File: config.mk
export PLATFORM = sky130hd
export DESIGN_NAME = accel_mmio_ctrl
export DESIGN_NICKNAME = d
export VERILOG_FILES = /design/src/rtl/accel_mmio_ctrl.sv
export SDC_FILE = /design/constraint.sdc
export NUM_CORES = 1
export LEC_CHECK = 0
export BUFFER_PORTS_ARGS = -buffer_cell sky130_fd_sc_hd__buf_2
export CAP_MARGIN = 20
export CORE_MARGIN = 4
export CORE_UTILIZATION = 50
export CTS_BUF_LIST = sky130_fd_sc_hd__clkbuf_8
export CTS_CLUSTER_SIZE = 14
export DETAILED_ROUTE_END_ITERATION = 10
export PLACE_DENSITY = 0.83
export SYNTH_ARGS = -nofsm -noshare
export SYNTH_HDL_FRONTEND = slang
export SYNTH_SLANG_ARGS = --single-unit
File: constraint.sdc
create_clock -name clk -period 2.5 [get_ports clk]
set_input_delay 0.125 -clock clk [delete_from_list [all_inputs] [get_ports clk]]
set_output_delay 0.125 -clock clk [all_outputs]
set_load 0.02 [all_outputs]
File: src/rtl/accel_mmio_ctrl.sv
// accel_mmio_ctrl: MMIO control/status front end for the lane-detection
// accelerator: soft reset, busy/done/irq, frame and cycle counters, read mux.
// Ports: clk, rst_n (async, active-low); wr_en/wr_addr/wr_data/wr_strobe
// host write; rd_en/rd_addr -> rd_data/rd_valid (1-cycle registered read);
// out_rd_en/out_rd_addr/out_rd_data output-BRAM window; frame_start,
// frame_done from datapath; internal_rst_n, busy, irq to datapath/host.
// Build option: ACCEL_PERF_COUNTER_EN enables the CYCLE_COUNT counter.
module accel_mmio_ctrl #(
    parameter int AXI_ADDR_WIDTH    = 20,
    parameter int REG_BASE          = 395264,
    parameter int OUT_BASE          = 393216,
    parameter int OUT_BYTES         = 2048,
    parameter int SOFT_RESET_CYCLES = 16,
    localparam int OUT_AW           = $clog2(OUT_BYTES / 4)
) (
    input  logic                      clk,
    input  logic                      rst_n,
    input  logic                      wr_en,
    input  logic [AXI_ADDR_WIDTH-1:0] wr_addr,
    input  logic [31:0]               wr_data,
    input  logic [3:0]                wr_strobe,
    input  logic                      rd_en,
    input  logic [AXI_ADDR_WIDTH-1:0] rd_addr,
    output logic [31:0]               rd_data,
    output logic                      rd_valid,
    output logic                      out_rd_en,
    output logic [OUT_AW-1:0]         out_rd_addr,
    input  logic [31:0]               out_rd_data,
    input  logic                      frame_start,
    input  logic                      frame_done,
    output logic                      internal_rst_n,
    output logic                      busy,
    output logic                      irq
);

    localparam int AW = AXI_ADDR_WIDTH;
    localparam logic [AW-1:0] STATUS_A = AW'(REG_BASE);
    localparam logic [AW-1:0] CTRL_A   = AW'(REG_BASE + 4);
    localparam logic [AW-1:0] FCNT_A   = AW'(REG_BASE + 8);
    localparam logic [AW-1:0] CCNT_A   = AW'(REG_BASE + 12);
    localparam logic [AW-1:0] OUT_A    = AW'(OUT_BASE);
    localparam logic [AW-1:0] OUT_SZ   = AW'(OUT_BYTES);
    localparam logic [7:0]    SRST_LD  = 8'(SOFT_RESET_CYCLES);

    logic [7:0]    srst_cnt;
    logic          srst_active;
    logic          ctrl_wr;
    logic          srst_req;
    logic          done_clr;
    logic          irq_en;
    logic          frame_done_d;
    logic          fd_rise;
    logic          busy_r;
    logic          done;
    logic          start_acc;
    logic          end_acc;
    logic [31:0]   frame_cnt;
    logic [31:0]   cycle_cnt;
    logic [AW-1:0] rd_off;
    logic          in_win;
    logic [31:0]   reg_rdata;
    logic [31:0]   rd_reg_q;
    logic          rd_bram;
    logic          unused_bits;

    assign srst_active = (srst_cnt != 8'd0);
    assign ctrl_wr     = wr_en && (wr_addr == CTRL_A) && wr_strobe[0];
    assign srst_req    = ctrl_wr && wr_data[0];
    assign done_clr    = ctrl_wr && wr_data[2];
    assign fd_rise     = frame_done && !frame_done_d;
    assign start_acc   = frame_start && !busy_r && !srst_active;
    assign end_acc     = fd_rise && busy_r && !srst_active;

    assign internal_rst_n = rst_n && !srst_active;
    assign busy           = busy_r && !frame_done;
    assign irq            = irq_en && done;

    // Soft reset counter: only a write seen while idle starts a new pulse.
    always_ff @(posedge clk or negedge rst_n) begin
        if (!rst_n) begin
            srst_cnt <= 8'd0;
        end else if (srst_active) begin
            srst_cnt <= srst_cnt - 8'd1;
        end else if (srst_req) begin
            srst_cnt <= SRST_LD;
        end
    end

    always_ff @(posedge clk or negedge rst_n) begin
        if (!rst_n) begin
            irq_en       <= 1'b0;
            frame_done_d <= 1'b0;
            frame_cnt    <= 32'd0;
        end else begin
            frame_done_d <= frame_done;
            if (ctrl_wr) begin
                irq_en <= wr_data[1];
            end
            if (end_acc) begin
                frame_cnt <= frame_cnt + 32'd1;
            end
        end
    end

    // Done-set outranks done-clear; frame_start clears done regardless.
    always_ff @(posedge clk or negedge rst_n) begin
        if (!rst_n) begin
            busy_r <= 1'b0;
            done   <= 1'b0;
        end else if (srst_active) begin
            busy_r <= 1'b0;
            done   <= 1'b0;
        end else if (start_acc) begin
            busy_r <= 1'b1;
            done   <= 1'b0;
        end else if (end_acc) begin
            busy_r <= 1'b0;
            done   <= 1'b1;
        end else if (done_clr) begin
            done <= 1'b0;
        end
    end

`ifdef ACCEL_PERF_COUNTER_EN
    // Saturating; cleared at frame start so it holds the last frame's length.
    always_ff @(posedge clk or negedge rst_n) begin
        if (!rst_n) begin
            cycle_cnt <= 32'd0;
        end else if (srst_active || start_acc) begin
            cycle_cnt <= 32'd0;
        end else if (busy_r && (cycle_cnt != 32'hFFFF_FFFF)) begin
            cycle_cnt <= cycle_cnt + 32'd1;
        end
    end
`else
    assign cycle_cnt = 32'd0;
`endif

    assign rd_off      = rd_addr - OUT_A;
    assign in_win      = (rd_addr >= OUT_A) && (rd_off < OUT_SZ);
    assign out_rd_en   = rd_en && in_win;
    assign out_rd_addr = rd_off[OUT_AW+1:2];

    always_comb begin
        reg_rdata = 32'd0;
        case (rd_addr)
            STATUS_A: reg_rdata = {16'd0, frame_cnt[7:0], 5'd0, irq, busy, done};
            CTRL_A:   reg_rdata = {30'd0, irq_en, 1'b0};
            FCNT_A:   reg_rdata = frame_cnt;
            CCNT_A:   reg_rdata = cycle_cnt;
            default:  reg_rdata = 32'd0;
        endcase
    end

    // Register reads are captured at request time; BRAM data arrives a
    // cycle later, so only the source select is registered for that path.
    always_ff @(posedge clk or negedge rst_n) begin
        if (!rst_n) begin
            rd_valid <= 1'b0;
            rd_bram  <= 1'b0;
            rd_reg_q <= 32'd0;
        end else begin
            rd_valid <= rd_en;
            rd_bram  <= out_rd_en;
            rd_reg_q <= rd_en ? reg_rdata : 32'd0;
        end
    end

    assign rd_data = rd_bram ? out_rd_data : rd_reg_q;

    assign unused_bits = ^{wr_data[31:3], wr_strobe[3:1],
                           rd_off[1:0], rd_off[AW-1:OUT_AW+2]};

endmodule

# Word-level counts from Yosys, hierarchy flattened
# Index checks and enable logic that the tools add are counted.
dict set report totals {
  out_inout_bits 46
  in_bits 114
  reg_bits 78
}
dict set report op_classes {
  n_lt_le_gt_ge 2
  n_addsub 3
  reduce_logical 22
  n_eq_ne 4
  n_mux 12
}
# op count
set ops {}
lappend ops {{$pmux W32 S3} 1}
lappend ops {{$eq A20 B19 Y1 const B} 4}
lappend ops {{$mux W32} 2}
lappend ops {{$add A32 B1 Y32 const B} 1}
lappend ops {{$ge A20 B19 Y1 const B} 1}
lappend ops {{$lt A20 B12 Y1 const B} 1}
lappend ops {{$sub A20 B19 Y20 const B} 1}
lappend ops {{$mux W8} 2}
lappend ops {{$logic_and A1 B1 Y1} 14}
lappend ops {{$reduce_bool A8 Y1} 1}
lappend ops {{$sub A8 B1 Y8 const B} 1}
lappend ops {{$mux W1} 7}
lappend ops {{$logic_not A1 Y1} 4}
lappend ops {{$reduce_bool A4 Y1} 1}
lappend ops {{$reduce_bool A3 Y1} 1}
lappend ops {{$reduce_bool A2 Y1} 1}

# Longest topological paths before layout
dict set report logic_depth {
  depth_word 8
  ltp_mapped 8
  ltp_nobuf 6
}

# Least setup slack after synthesis
# OpenSTA, ideal clock, no wires.
dict set report synth_timing {
  path_type {register to register}
  startpoint {register srst_cnt[0]}
  endpoint {register frame_cnt[30]}
  slack_ps 366
  period_less_slack_ps 2134
  required_time_ps 2377
  arrival_ps 2011
  setup_time_ps 123
  path_stages_with_launch 9
  cell_sequence {dfrtp_1 -> inv_1 -> ha_1 -> or4b_1 -> buf_6 -> nor4_4 -> buf_6 -> nand4_1 -> xnor2_1}
}
dict set report synth_between {
  elab_chain_cells 3
}
# item line
set synth_lines {}
lappend synth_lines {{from (decl)} 45} ;# logic [7:0] srst_cnt;
lappend synth_lines {{from (signal assigned)} 83} ;# srst_cnt <= srst_cnt - 8'd1;
lappend synth_lines {{$reduce_bool A8 Y1} 66} ;# assign srst_active = (srst_cnt != 8'd0);
lappend synth_lines {{$logic_not A1 Y1} 72} ;# assign end_acc = fd_rise && busy_r && !srst_active;
lappend synth_lines {{$logic_and A1 B1 Y1} 72}
lappend synth_lines {{to (signal assigned)} 100} ;# frame_cnt <= frame_cnt + 32'd1;
lappend synth_lines {{to (decl)} 57} ;# logic [31:0] frame_cnt;
# No other way between the ends.
# A chain may end at the register's enable or synchronous reset.

# Worst setup path after layout
dict set report layout_timing {
  startpoint {register srst_cnt[0]}
  endpoint {output port internal_rst_n}
}
dict set report layout_between {
  elab_chain_cells 3
}
# item line
set layout_lines {}
lappend layout_lines {{$reduce_bool A8 Y1} 66}
lappend layout_lines {{$logic_not A1 Y1} 74} ;# assign internal_rst_n = rst_n && !srst_active;
lappend layout_lines {{$logic_and A1 B1 Y1} 74}
lappend layout_lines {{to (decl)} 31} ;# output logic internal_rst_n,
# No other way between the ends.

==> impl_metrics.json <==
{
  "dp_hpwl_um": 6380,
  "synthCells": 347,
  "cts_inserted_buffers": 9,
  "first_pass_iters": 4,
  "total_power_mw": 2.76,
  "synth-xor-area-share": 0.0808,
  "synthSimpleGateAreaFrac": 0.217,
  "grt_pass1_vias": 2987,
  "drt_wl_total_um": 8540,
  "via_per_inst": 5.31,
  "synth_top_area_frac": 0.500,
  "drv_slew": 0,
  "regArea_sq_um": 1950,
  "required_ps": 2380,
  "pwr-share-clk": 0.309,
  "internal-power_mw": 1.94,
  "start_util": 0.526,
  "chipHeight_um": 96.3,
  "die_area_sq_um": 9280,
  "clk_latency_ps": 350,
  "die_w_um": 96.3,
  "fin_worst_skew_ps": 7.65,
  "power_frac_comb": 0.163,
  "worstSetupStartpointType": "register",
  "drc": 0,
  "crit_type": "register to output port",
  "timing.setup.tns_ps": 0,
  "finalSetupViolCount": 0,
  "cts_setup_buffers": 0,
  "num-nets-final": 589,
  "multi_input_area_sq_um": 1780,
  "muxShareOfSynthArea": 0.129,
  "antenna_found_initial": 0,
  "power.leakage_nw": 2.48,
  "cts_tree": "built",
  "yosysSeqAreaShare": 0.500,
  "worstMarginPinSlew_ps": 639,
  "drive_gt1_frac": 0.408,
  "synth_compound_gate_area_share": 0.0157,
  "status": "complete, no violations",
  "diodes": 0,
  "synth_top_cells_by_area": "dfrtp_1 (50%), mux2_2 (9.8%), xnor2_1 (6.7%)",
  "crit_path_max_fanout": 9,
  "placement.io_buffers": 127,
  "cts.clk_slew.worst_paths_ps": 90,
  "placed_area_sq_um": 4580,
  "grt-ovfl-total": 0,
  "area_growth_pct": 23.3,
  "synth.distinct_cells": 42,
  "coreArea_sq_um": 7410,
  "postRouteAntennaNets": 0,
  "gp_congestion": 0.891,
  "crit_arrival_ps": 2230,
  "synth_fa_ha_area_frac": 0.0128,
  "synth_top_cell_by_area": "dfrtp_1",
  "first_iter_violations": 214,
  "rsz0062_at_grt": "no",
  "grt_max_degree": 44,
  "yosysWarnings": 0,
  "synth_fp_nets": 465,
  "p_per_area_nw_per_um2": 575,
  "cts_num_sinks": 78,
  "power_switching_mw": 0.826,
  "end_kind": "output port",
  "avgSynthCellArea_sq_um": 11.2,
  "fill_cells": 575,
  "synth_area_sq_um": 3900,
  "swShare": 0.299,
  "ys_ff_latch": 78,
  "hold_viol": 0,
  "vias": 3053,
  "fmaxAchievable_ghz": 0.425,
  "design_area_sq_um": 4810,
  "h-tree-depth": 3,
  "min_period_over_period": 0.940,
  "routedWlPerCell_um": 14.8,
  "ios": 160,
  "slew_headroom": 0.574,
  "ir_drop_v": 0.000379,
  "power.share.sequential": 0.527,
  "track_usage": 0.195,
  "synth_top_family_by_area": "simple AND/OR/NAND/NOR gates",
  "num_rows": 31,
  "max_cap_viol_count": 0,
  "finish.utilization": 0.649,
  "clockRootBuffer": "clkbuf_8",
  "clockBufferDepth": 2,
  "min_period_ps": 2350,
  "grt_first_pass_wirelength_um": 13900,
  "min_path_type": "primary input to register"
}
-- timing repair --
item | 4_1_cts | 5_1_grt
hold buffers | 3 | 1
endpoints found under the hold margin | 37 | 1
setup endpoints to repair | 0 | 5
resized for setup | 0 | 1
-- logic make-up after synthesis --
family / Yosys count
AOI/OAI and AO/OA: 8
xor gates and xnor gates: 36
adders and majority gates: 4
buffers and inverters: 33
DFF: 78
muxes: 46
and+or+nand+nor: 142
-- through the flow --
| step | hold WS, ps | cells | setup slack (ps) |
|---|---|---|---|
| 2_1_floorplan | -171 | 347 | 366 |
| 3_3_place_gp | 127 | 555 | 236 |
| 3_5_place_dp | 121 | 555 | 137 |
| 4_1_cts | 6.88 | 574 | 20.5 |
| 5_1_grt | 76.4 | 575 | 15.3 |
| 6_report | 52.0 | 575 | 149 |
-- worst paths after layout --
path | from | end | slack (ps) | cells after the start
max | srst_cnt[0] | internal_rst_n | 150 | 7
max in group asynchronous | rst_n | rd_reg_q[3] | 1360 | 3
min reg2reg | frame_cnt[29] | frame_cnt[29] | 500 | 1
min | rd_addr[17] | rd_bram | 50 | 3
min in group asynchronous | rst_n | srst_cnt[5] | 270 | 2
max reg2reg | srst_cnt[0] | frame_cnt[18] | 250 | 7
-- cells in the mapped netlist --
library cell,n
and2_1,2
or4_1,3
nor2_1,19
a31o_2,1
buf_2,1
mux2_2,34
buf_4,9
a41o_1,1
nand2_1,13
nor4_1,10
nor4b_1,1
or4b_1,1
mux2i_1,12
nand3b_1,3
nor4_2,1
o21ai_0,1
o31a_1,1
clkbuf_1,11
nand4b_1,4
ha_1,4
nand3_1,16
and4_1,3
or3_1,2
o22a_1,1
nor3_2,1
nor2b_1,1
or3_4,1
buf_6,2
nand4bb_1,1
nor4_4,1
nor3_1,11
nand2b_1,1
nand4_1,20
inv_1,6
a21o_1,2
dfrtp_1,78
or4b_2,1
buf_1,4
a21oi_1,1
xnor2_1,30
and3_1,26
xor2_1,6
-- metal layers --
metal | GRT usage | part of all wire | vias to the layer above | wire length, um
met4 | 0.0631 | 0.0066 | 0 | 56
li1 | - | - | 1492 | -
met2 | 0.329 | 0.52 | 90 | 4400
met5 | 0 | 0 | - | 0
met3 | 0.0453 | 0.063 | 5 | 539
met1 | 0.249 | 0.41 | 1466 | 3540
-- power groups by stage --
stage               sequential [mW]  combinational (mW)  clock (mW)
finish                         1.46               0.452       0.855
global placement               1.47               0.423           0
global route                   1.48               0.515       0.933
detailed placement             1.48               0.446           0
floorplan                      1.45               0.317           0
CTS                            1.45               0.453       0.871
-- worst max-delay path, stage by stage (launching register included) --
cell and delay [ps]:
dfrtp_1 410, inv_1 120, ha_1 200, or4b_4 550, nor2_1 130, buf_4 170, and2_1 130, buf_2 160
-- area by class of cell --
class                   instances  share of cell area
flip-flops and latches         78               0.406
multi-input cells             236               0.371
repair buffers                140               0.155
clock buffers                   9              0.0258
well taps                      99              0.0258
clock inverters                 7              0.0120
inverters                       6             0.00468
-- layout by cell type (no fill, tap or decap), types with 2 or more instances in the layout --
cell type / n
buf_4: 10
or3_1: 2
and3_1: 26
and4_1: 3
and2_1: 2
mux2i_1: 12
nor4_1: 9
nor4_2: 2
nor2_1: 19
nand4_1: 20
inv_6: 2
nor3_1: 11
clkbuf_8: 9
xnor2_1: 30
clkinv_4: 2
dfrtp_1: 78
or4_1: 3
buf_2: 126
dlygate4sd3_1: 4
ha_1: 4
nand3_1: 16
nand4b_1: 4
a21o_1: 2
xor2_1: 6
nand2_1: 13
nand3b_1: 3
inv_1: 6
mux2_2: 34
clkinvlp_4: 3
-- registers in the layout, summed over array words and instances, names as in the netlist --
register	cells
frame_cnt	32
rd_reg_q	32
done	1
busy_r	1
frame_done_d	1
rd_valid	1
srst_cnt	8
rd_bram	1
irq_en	1
No activity file was read; power rests on OpenSTA's default activity.
